==> src/rtl/pwm_pkg.sv <==
// Shared definitions for the multichannel PWM block.
//   PWM_MODE_EDGE / PWM_MODE_BITREV : per-channel compare mode encodings
//   bitrev()                         : reverses the low w bits of a vector (w <= BITREV_MAX_W)
package pwm_pkg;

    localparam logic PWM_MODE_EDGE   = 1'b0;
    localparam logic PWM_MODE_BITREV = 1'b1;

    localparam int unsigned BITREV_MAX_W = 32;

    // Reverse the full vector, then shift the interesting w bits down to the bottom.
    function automatic logic [BITREV_MAX_W-1:0] bitrev(input logic [BITREV_MAX_W-1:0] v,
                                                       input int unsigned             w);
        logic [BITREV_MAX_W-1:0] r;
        r = {<<{v}};
        return r >> (BITREV_MAX_W - w);
    endfunction

endpackage

==> src/rtl/pwm_channel.sv <==
// One PWM channel: double-buffered duty/mode, compare against the shared counter, output flop.
// Ports:
//   clk_i, rst_i   clock and synchronous active-high reset
//   enable_i       0 forces the output low on the next clock
//   counter_i      shared period counter
//   wrap_i         period boundary strobe; copies pending -> active
//   wr_en_i        write strobe already decoded for this channel
//   wr_level_i     pending duty level
//   wr_mode_i      pending compare mode
//   out_o          registered PWM output
module pwm_channel
    import pwm_pkg::*;
#(
    parameter int unsigned WIDTH = 8
) (
    input  logic             clk_i,
    input  logic             rst_i,
    input  logic             enable_i,
    input  logic [WIDTH-1:0] counter_i,
    input  logic             wrap_i,
    input  logic             wr_en_i,
    input  logic [WIDTH-1:0] wr_level_i,
    input  logic             wr_mode_i,
    output logic             out_o
);

    logic [WIDTH-1:0] pend_level_q;
    logic             pend_mode_q;
    logic [WIDTH-1:0] act_level_q;
    logic             act_mode_q;
    logic             out_q;
    logic             out_d;
    logic [WIDTH-1:0] cmp;

    // Bit-reversed compare spreads the high steps evenly across the period.
    always_comb begin
        cmp = counter_i;
        if (act_mode_q == PWM_MODE_BITREV) begin
            cmp = WIDTH'(bitrev(BITREV_MAX_W'(counter_i), WIDTH));
        end
        out_d = enable_i && (act_level_q > cmp);
    end

    always_ff @(posedge clk_i) begin
        if (rst_i) begin
            pend_level_q <= '0;
            pend_mode_q  <= PWM_MODE_EDGE;
            act_level_q  <= '0;
            act_mode_q   <= PWM_MODE_EDGE;
            out_q        <= 1'b0;
        end else begin
            if (wr_en_i) begin
                pend_level_q <= wr_level_i;
                pend_mode_q  <= wr_mode_i;
            end
            // A write landing on the wrap cycle stays pending: active takes the old value.
            if (wrap_i) begin
                act_level_q <= pend_level_q;
                act_mode_q  <= pend_mode_q;
            end
            out_q <= out_d;
        end
    end

    assign out_o = out_q;

endmodule

==> src/rtl/multichannel_pwm.sv <==
// N-channel PWM generator with shared prescaler/period counter and per-channel
// edge-aligned or bit-reversed modes; duty updates take effect at period boundaries.
// Ports:
//   clock, reset   clock and synchronous active-high reset
//   enable         1 = run; 0 = freeze counters, force outputs low
//   prescale       counter advances once every prescale+1 clocks
//   wr_en/wr_chan/wr_level/wr_mode  shadow register write (out-of-range channels ignored)
//   out            registered PWM outputs
//   negout         ~out
//   period_start   one-clock pulse after the counter wraps to 0
module multichannel_pwm
    import pwm_pkg::*;
#(
    parameter int unsigned WIDTH      = 8,
    parameter int unsigned CHANNELS   = 4,
    parameter int unsigned PRESCALE_W = 8,
    parameter int unsigned CHAN_W     = 2
) (
    input  logic                  clock,
    input  logic                  reset,
    input  logic                  enable,
    input  logic [PRESCALE_W-1:0] prescale,
    input  logic                  wr_en,
    input  logic [CHAN_W-1:0]     wr_chan,
    input  logic [WIDTH-1:0]      wr_level,
    input  logic                  wr_mode,
    output logic [CHANNELS-1:0]   out,
    output logic [CHANNELS-1:0]   negout,
    output logic                  period_start
);

    logic [PRESCALE_W-1:0] pre_cnt_q, pre_cnt_d;
    logic [WIDTH-1:0]      counter_q, counter_d;
    logic                  period_start_q;
    logic                  tick;
    logic                  wrap;
    logic [CHANNELS-1:0]   out_vec;

    // If prescale drops below pre_cnt, pre_cnt simply runs on and wraps mod 2**PRESCALE_W.
    always_comb begin
        tick      = enable && (pre_cnt_q == prescale);
        wrap      = tick && (counter_q == '1);
        pre_cnt_d = pre_cnt_q;
        counter_d = counter_q;
        if (enable) begin
            pre_cnt_d = tick ? '0 : pre_cnt_q + PRESCALE_W'(1);
        end
        if (tick) begin
            counter_d = counter_q + WIDTH'(1);
        end
    end

    always_ff @(posedge clock) begin
        if (reset) begin
            pre_cnt_q      <= '0;
            counter_q      <= '0;
            period_start_q <= 1'b0;
        end else begin
            pre_cnt_q      <= pre_cnt_d;
            counter_q      <= counter_d;
            period_start_q <= wrap;
        end
    end

    for (genvar i = 0; i < CHANNELS; i++) begin : g_chan
        logic wr_hit;
        // Channel indices >= CHANNELS never match, so such writes are dropped.
        assign wr_hit = wr_en && (wr_chan == CHAN_W'(i));

        pwm_channel #(
            .WIDTH (WIDTH)
        ) u_chan (
            .clk_i      (clock),
            .rst_i      (reset),
            .enable_i   (enable),
            .counter_i  (counter_q),
            .wrap_i     (wrap),
            .wr_en_i    (wr_hit),
            .wr_level_i (wr_level),
            .wr_mode_i  (wr_mode),
            .out_o      (out_vec[i])
        );
    end

    assign out          = out_vec;
    assign negout       = ~out_vec;
    assign period_start = period_start_q;

endmodule

==> config.mk <==
export PLATFORM = sky130hd
export DESIGN_NAME = multichannel_pwm
export DESIGN_NICKNAME = d
export VERILOG_FILES = /design/src/rtl/pwm_pkg.sv /design/src/rtl/pwm_channel.sv /design/src/rtl/multichannel_pwm.sv
export SDC_FILE = /design/constraint.sdc
export NUM_CORES = 1
export LEC_CHECK = 0
export ABC_AREA = 0
export ABC_CLOCK_PERIOD_IN_PS = 2900
export CORE_MARGIN = 1
export CORE_UTILIZATION = 59
export DETAILED_ROUTE_END_ITERATION = 16
export PLACE_DENSITY = 0.8
export SYNTH_ARGS = -nofsm -noshare
export SYNTH_HDL_FRONTEND = slang
export SYNTH_HIERARCHICAL = 1
export SYNTH_SLANG_ARGS = --single-unit
==> constraint.sdc <==
create_clock -name clock -period 2.9 [get_ports clock]
set_clock_uncertainty 0.15 [all_clocks]
set_input_delay 0.435 -clock clock [delete_from_list [all_inputs] [get_ports clock]]
set_output_delay 0.435 -clock clock [all_outputs]
set_load 0.005 [all_outputs]
==> impl_metrics.json, run 1 <==
{
  "status": "completed",
  "cts_buffer_depth": 2,
  "diodes": 0,
  "cts_made_buffers": 9,
  "worstSkewPairLatency_ns": 0.35,
  "crit_family": "simple AND/OR/NAND/NOR gates",
  "die_h_um": 92.69,
  "synthSimpleGateAreaFrac_pct": 17.64,
  "utilization_pct": 68.75,
  "hpwl_mm": 7.087,
  "grt_start_max_net_pins": 67,
  "synth_fa_ha_area_share_pct": 8.767,
  "postCtsSetupBuffers": 0,
  "wl_mm": 10.23,
  "syn_area_mm2": 0.004852,
  "fin_crit_sh_pct": 86.98,
  "path_buf_inv": 2,
  "cap_violations": 0,
  "dp_cells": 592,
  "num_vias": 3454,
  "via_per_inst": 5.681,
  "synth-xor-area-share_pct": 3.610,
  "drt_iter0_drc": 147,
  "cts_resized": 0,
  "drive_gt1_share_pct": 11.07,
  "rrSetupSlack_ns": 0.52,
  "drc": 0,
  "io_pins": 32,
  "yosysSeqAreaShare_pct": 38.37,
  "startpoint_type": "primary input",
  "ys.flop_type": "dfxtp_1",
  "power_mw": 2.308,
  "crit_required_ns": 2.94,
  "critical_path.max_stage_delay_ns": 0.45,
  "slew_viol_final": 0,
  "area_delta_synth_final_pct": 11.19,
  "ir_worst_vdd_mv": 0.3023,
  "cts_tree": "done",
  "setup_slack_ns": 0.3776,
  "htree_levels": 3,
  "cts_sinks": 93,
  "p_leak_nw": 1.977,
  "grt_usage_pct": 25.46,
  "finalHoldViolations": 0,
  "hp-class": "flop to flop",
  "dieArea_mm2": 0.008591,
  "clk_pin_slew_ns": 0.09,
  "fmaxAchievable_ghz": 0.3965,
  "firstDrtPassIters": 4,
  "cp-end-kind": "flop",
  "yosys.area.top_type_share_pct": 38.37,
  "fp-row-count": 32,
  "async_reset_ff_share_pct": 0,
  "synth_compound_area_share_pct": 3.997,
  "synth_edf_count": 0,
  "antenna_found_initial": 0,
  "ys_top_cells_by_count": "mux2i_1 (101), dfxtp_1 (93), nor2_1 (86), ha_1 (34)",
  "final.setup.tns_ns": 0,
  "final_antenna_net_count": 0,
  "die_x_um": 92.69,
  "synth_top_family_by_area": "multiplexers",
  "wl_per_cell_um": 16.82,
  "initial_utilization_pct": 61.83,
  "dp_slack_ns": 0.02142,
  "syn_inst": 476,
  "synth_cell_types": 41,
  "yosys_warnings": 6,
  "tightest_slew_ns": 1.166,
  "relSlewSlack_pct": 22.24,
  "grt_pass1_wl_mm": 16.75,
  "crit_path_max_fanout": 36,
  "synth_area_per_cell_um2": 10.19,
  "yosysTopAreaCell": "dfxtp_1",
  "crit_chain": "clkdlybuf4s50_1 -> xnor2_2 -> nand4_2 -> or3_4 -> nor3_2 -> buf_12 -> mux2i_1 -> nor2_1",
  "crit_type": "primary input to flop",
  "crit_path_top_delay_cell": "clkdlybuf4s50_1",
  "muxShareOfSynthArea_pct": 23.70,
  "ys_ff_latch": 93,
  "power_density_mw_per_mm2": 427.8,
  "synth.most_common_cell": "mux2i_1",
  "crit_arrival_ns": 2.57,
  "grt_overflow": 0,
  "instances_no_fill": 608,
  "gp_congestion": 0.8640,
  "port_buffers": 31,
  "final_nets": 558,
  "clockRootBuffer": "clkbuf_8",
  "hold_buffers": 0,
  "fin_crit_ns": 2.522,
  "coreArea_mm2": 0.007848,
  "synth_nets": 533,
  "rsz0062_at_grt": "no",
  "setup_viol": 0,
  "ys_top_cells_by_area": "dfxtp_1 (38%), mux2i_1 (21%), ha_1 (8.8%), nor2_1 (6.7%), buf_4 (2.5%)",
  "grt_pass1_vias": 3386
}
-- registers in the layout (all words and copies together), names as in the netlist --
register and cells:
pre_cnt_q 8, g_chan.u_chan/pend_mode_q 4, counter_q 8, g_chan.u_chan/act_level_q 32, g_chan.u_chan/act_mode_q 4, g_chan.u_chan/pend_level_q 32
g_chan.u_chan/out_o 4, period_start 1
-- kinds of logic (layout without fill, tap and decap cells) --
group,after synthesis,in the layout
flops,93,93
compound gates,30,30
fa+ha+maj,34,34
simple gates,160,160
buf+inv,33,63
mux,112,112
xor+xnor,14,14
-- layout by cell type (no fill, tap or decap), drive strengths merged, types with 2 or more instances in the layout --
cell / instances
and3: 2
buf: 8
clkbuf: 11
o21a: 4
xor2: 3
nand3: 5
o21ai: 4
or3b: 2
nor2b: 11
o211ai: 4
nor2: 86
inv: 9
mux2i: 101
nor4: 6
ha: 34
nand2b: 2
nor3b: 5
a21oi: 16
xnor2: 11
clkinv: 4
nor3: 10
dfxtp: 93
nand4: 14
nand2: 12
mux2: 11
clkdlybuf4s50: 30
-- power by group --
part / switching [mW] / total (mW) / leakage, nW / internal [mW]
Clock: 0.425 / 0.842 / 0.103 / 0.417
Sequential: 0.0133 / 1.31 / 0.752 / 1.30
Combinational: 0.0868 / 0.157 / 1.12 / 0.0702
-- cell type report --
class                           instances  area (um2)
Clock inverter                          5       50.05
Tap cell                              102       127.6
Multi-Input combinational cell        350        2810
Timing Repair Buffer                   38       370.4
Clock buffer                           11       141.4
Sequential cell                        93        1862
Fill cell                             637        2452
Inverter                                9       33.78
-- per-layer routing --
metal / GRT usage, % / routed length [um]
met1: 32.30 / 4657
met2: 42.96 / 4877
met3: 4.598 / 474
met4: 9.744 / 216
met5: 0 / 0
-- worst min-delay path: cells and delay by family (launching register included) --
family	cells	cell delay, ns
flip-flops	1	0.33
multiplexers	1	0.06
AND/OR/NAND/NOR	1	0.08
-- path summary, 6_finish.rpt --
path | start | depth (start not counted) | end
setup / recovery | prescale[1] | 8 | g_chan[0].u_chan/act_level_q[5]$_SDFFE_PP0P_
hold / removal | g_chan[0].u_chan/pend_level_q[0]$_SDFFE_PP0P_ | 2 | g_chan[0].u_chan/pend_level_q[0]$_SDFFE_PP0P_
setup reg to reg | pre_cnt_q[1]$_SDFFE_PP0P_ | 7 | g_chan[0].u_chan/act_level_q[5]$_SDFFE_PP0P_
hold reg to reg | g_chan[0].u_chan/pend_level_q[0]$_SDFFE_PP0P_ | 2 | g_chan[0].u_chan/pend_level_q[0]$_SDFFE_PP0P_
-- through the flow --
step	hold WS [ns]	area (um2)
after floorplan	0.3101	4852
after global placement	0.3186	5204
after detailed placement	0.3347	5204
after CTS	0.3567	5395
after global routing	0.3742	5395
final	0.3515	5395
No activity file was read; power rests on OpenSTA's default activity.
==> inputs of run 2 (changes only) <==
--- a/config.mk
+++ b/config.mk
@@ -8,10 +8,9 @@
 export ABC_AREA = 0
 export ABC_CLOCK_PERIOD_IN_PS = 2900
 export CORE_MARGIN = 1
-export CORE_UTILIZATION = 59
+export CORE_UTILIZATION = 55
 export DETAILED_ROUTE_END_ITERATION = 16
-export PLACE_DENSITY = 0.8
+export PLACE_DENSITY = 0.75
 export SYNTH_ARGS = -nofsm -noshare
 export SYNTH_HDL_FRONTEND = slang
-export SYNTH_HIERARCHICAL = 1
 export SYNTH_SLANG_ARGS = --single-unit
==> impl_metrics.json, run 2 <==
{
  "status": "completed",
  "drt_iter0_drc": 204,
  "syn_inst": 489,
  "dieArea_mm2": 0.008983,
  "yosys_warnings": 0,
  "p_int_mw": 1.841,
  "cts_buffer_depth": 2,
  "ff2ff_path_depth": 5,
  "p_clk_share_pct": 39.9,
  "yosysTopAreaCell": "dfxtp_1",
  "final_antenna_net_count": 0,
  "cts_tree": "done",
  "ys_top_cells_by_area": "dfxtp_1 (39%), mux2i_1 (18%), ha_1 (9.0%), nor2_1 (5.0%), nand2_1 (3.3%)",
  "die_x_um": 94.78,
  "fin_crit_sh_pct": 81.22,
  "finalHoldViolations": 0,
  "wl_mm": 9.888,
  "r2r_start": "counter_q[2]$_SDFFE_PP0N_",
  "cts_made_buffers": 9,
  "via_per_inst": 5.636,
  "htree_levels": 3,
  "gp_congestion": 0.8058,
  "rsz0062_at_grt": "no",
  "power_density_mw_per_mm2": 459.8,
  "ys_top_cells_by_count": "dfxtp_1 (93), mux2i_1 (83), nor2_1 (63), nand2_1 (42), ha_1 (34)",
  "dp_slack_ns": 0.3832,
  "holdCritStartpoint": "g_chan[2].u_chan.pend_level_q[0]$_SDFFE_PP0P_",
  "synth_nets": 546,
  "postCtsSetupBuffers": 0,
  "wl_per_cell_um": 16.05,
  "holdWs_ns": 0.3112,
  "hold_end": "g_chan[2].u_chan.pend_level_q[0]$_SDFFE_PP0P_",
  "reg2reg_to": "g_chan[0].u_chan.act_mode_q$_SDFFE_PP0P_",
  "syn_area_mm2": 0.004735,
  "grt_pass1_wl_mm": 16.08,
  "worstSkewPairLatency_ns": 0.36,
  "port_buffers": 31,
  "final.setup.tns_ns": 0,
  "ir_worst_vdd_mv": 0.2369,
  "hpwl_mm": 6.763,
  "grt_pass1_vias": 3358,
  "drive_gt1_share_pct": 7.632,
  "instances_no_fill": 616,
  "slew_viol_final": 0,
  "diodes": 0,
  "grt_usage_pct": 23.82,
  "startpoint_type": "flop",
  "cts_sinks": 93,
  "firstDrtPassIters": 4,
  "final_nets": 563,
  "fin_crit_ns": 2.355,
  "synth_cell_types": 42,
  "ys.flop_type": "dfxtp_1",
  "grt_start_max_net_pins": 67,
  "cts_resized": 0,
  "async_reset_ff_share_pct": 0,
  "cap_violations": 0,
  "hp-class": "flop to flop",
  "yosys.area.top_type_share_pct": 39.32,
  "synth_area_per_cell_um2": 9.682,
  "p_sw_mw": 0.5551,
  "min_path_cells": 2,
  "yosysSeqAreaShare_pct": 39.32,
  "initial_utilization_pct": 57.33,
  "fmaxAchievable_ghz": 0.4246,
  "setup_viol": 0,
  "clk_pin_slew_ns": 0.09,
  "io_pins": 32,
  "rrSetupSlack_ns": 0.54,
  "ys_ff_latch": 93,
  "synth_edf_count": 0,
  "dp_cells": 600,
  "crit_required_ns": 2.98,
  "cp-end-kind": "flop",
  "antenna_found_initial": 0,
  "relSlewSlack_pct": 53.03,
  "synth.most_common_cell": "dfxtp_1",
  "utilization_pct": 63.12,
  "tightest_slew_ns": 0.7031,
  "coreArea_mm2": 0.008258,
  "crit_type": "flop to flop",
  "layout_common_cells": "dfxtp_1 (93), mux2i_1 (83), nor2_1 (63), nand2_1 (42), ha_1 (34)",
  "p_leak_nw": 1.926,
  "p_seq_share_pct": 54.5,
  "die_h_um": 94.78,
  "hold_buffers": 0,
  "fp-row-count": 33,
  "final_common_cell": "dfxtp_1",
  "drc": 0,
  "netSwitchingFraction_pct": 23.16,
  "reg_top3": "g_chan.u_chan.act_level_q x32, g_chan.u_chan.pend_level_q x32",
  "crit_path_max_fanout": 36,
  "pwr-share-comb_pct": 5.5,
  "clockRootBuffer": "clkbuf_8",
  "area_delta_synth_final_pct": 10.10,
  "setup_slack_ns": 0.5447,
  "crit_arrival_ns": 2.44,
  "num_vias": 3472,
  "grt_overflow": 0
}
run 2: changes by cell type after synthesis, moves of 7 or more:
cell and delta:
nor2_1 -23, a21o_1 +9, mux2i_1 -18, xnor2_1 +11, buf_4 -10, nand2_1 +30
buf_6 +7, xnor2_2 -7, clkbuf_1 +9, a21oi_1 +13
run 2: layout make-up:
class,count,area (um2)
Clock buffer,9,123.9
Clock inverter,7,98.84
Fill cell,705,3045
Inverter,10,37.54
Multi-Input combinational cell,350,2559
Sequential cell,93,1862
Tap cell,105,131.4
Timing Repair Buffer,42,400.4
run 2: worst max-delay path by stage:
stage,endpoint,slack [ns],depth (start not counted),startpoint
3_5_place_dp,g_chan[3].u_chan.act_level_q[7]$_SDFFE_PP0P_,0.38,7,prescale[6]
6_report,g_chan[0].u_chan.act_mode_q$_SDFFE_PP0P_,0.54,5,counter_q[2]$_SDFFE_PP0N_
3_3_place_gp,g_chan[2].u_chan.act_level_q[4]$_SDFFE_PP0P_,0.45,7,prescale[6]
5_1_grt,g_chan[0].u_chan.act_mode_q$_SDFFE_PP0P_,0.49,5,counter_q[2]$_SDFFE_PP0N_
2_1_floorplan,g_chan[2].u_chan.act_level_q[7]$_SDFFE_PP0P_,0.99,7,prescale[4]
4_1_cts,g_chan[0].u_chan.act_mode_q$_SDFFE_PP0P_,0.57,5,counter_q[2]$_SDFFE_PP0N_
run 2: worst max-delay path, stage by stage (launching register included):
cell     delay (ns)
dfxtp_1        0.76
nand4_1        0.29
nor4_4         0.39
buf_12         0.30
mux2i_1        0.25
nor2_1         0.07
run 2: cells by family after synthesis:
logic type                 share of synthesized area [%]
AOI/OAI and AO/OA                                  7.109
xor gates and xnor gates                           3.330
adders and majority gates                          8.985
buffers and inverters                              6.924
DFF                                                39.32
muxes                                              18.74
and+or+nand+nor                                    15.59
run 2: power by group through the flow:
stage | clock (mW) | combinational, mW | sequential [mW]
global placement | 0 | 0.129 | 1.34
CTS | 0.972 | 0.132 | 1.31
finish | 0.957 | 0.132 | 1.31
global route | 1.02 | 0.143 | 1.31
floorplan | 0 | 0.0790 | 1.33
detailed placement | 0 | 0.132 | 1.34
run 2: per-layer routing:
layer,track usage (%),routed length [um]
met5,0,0
met4,7.828,208
met3,4.187,501
met1,29.98,4443
met2,41.01,4735
run 2: through the flow:
step                area (um2)  power [mW]
floorplan                 4735       1.412
global placement          4990       1.466
detailed placement        4990       1.469
CTS                       5213       2.412
global route              5213       2.475
finish                    5213       2.396
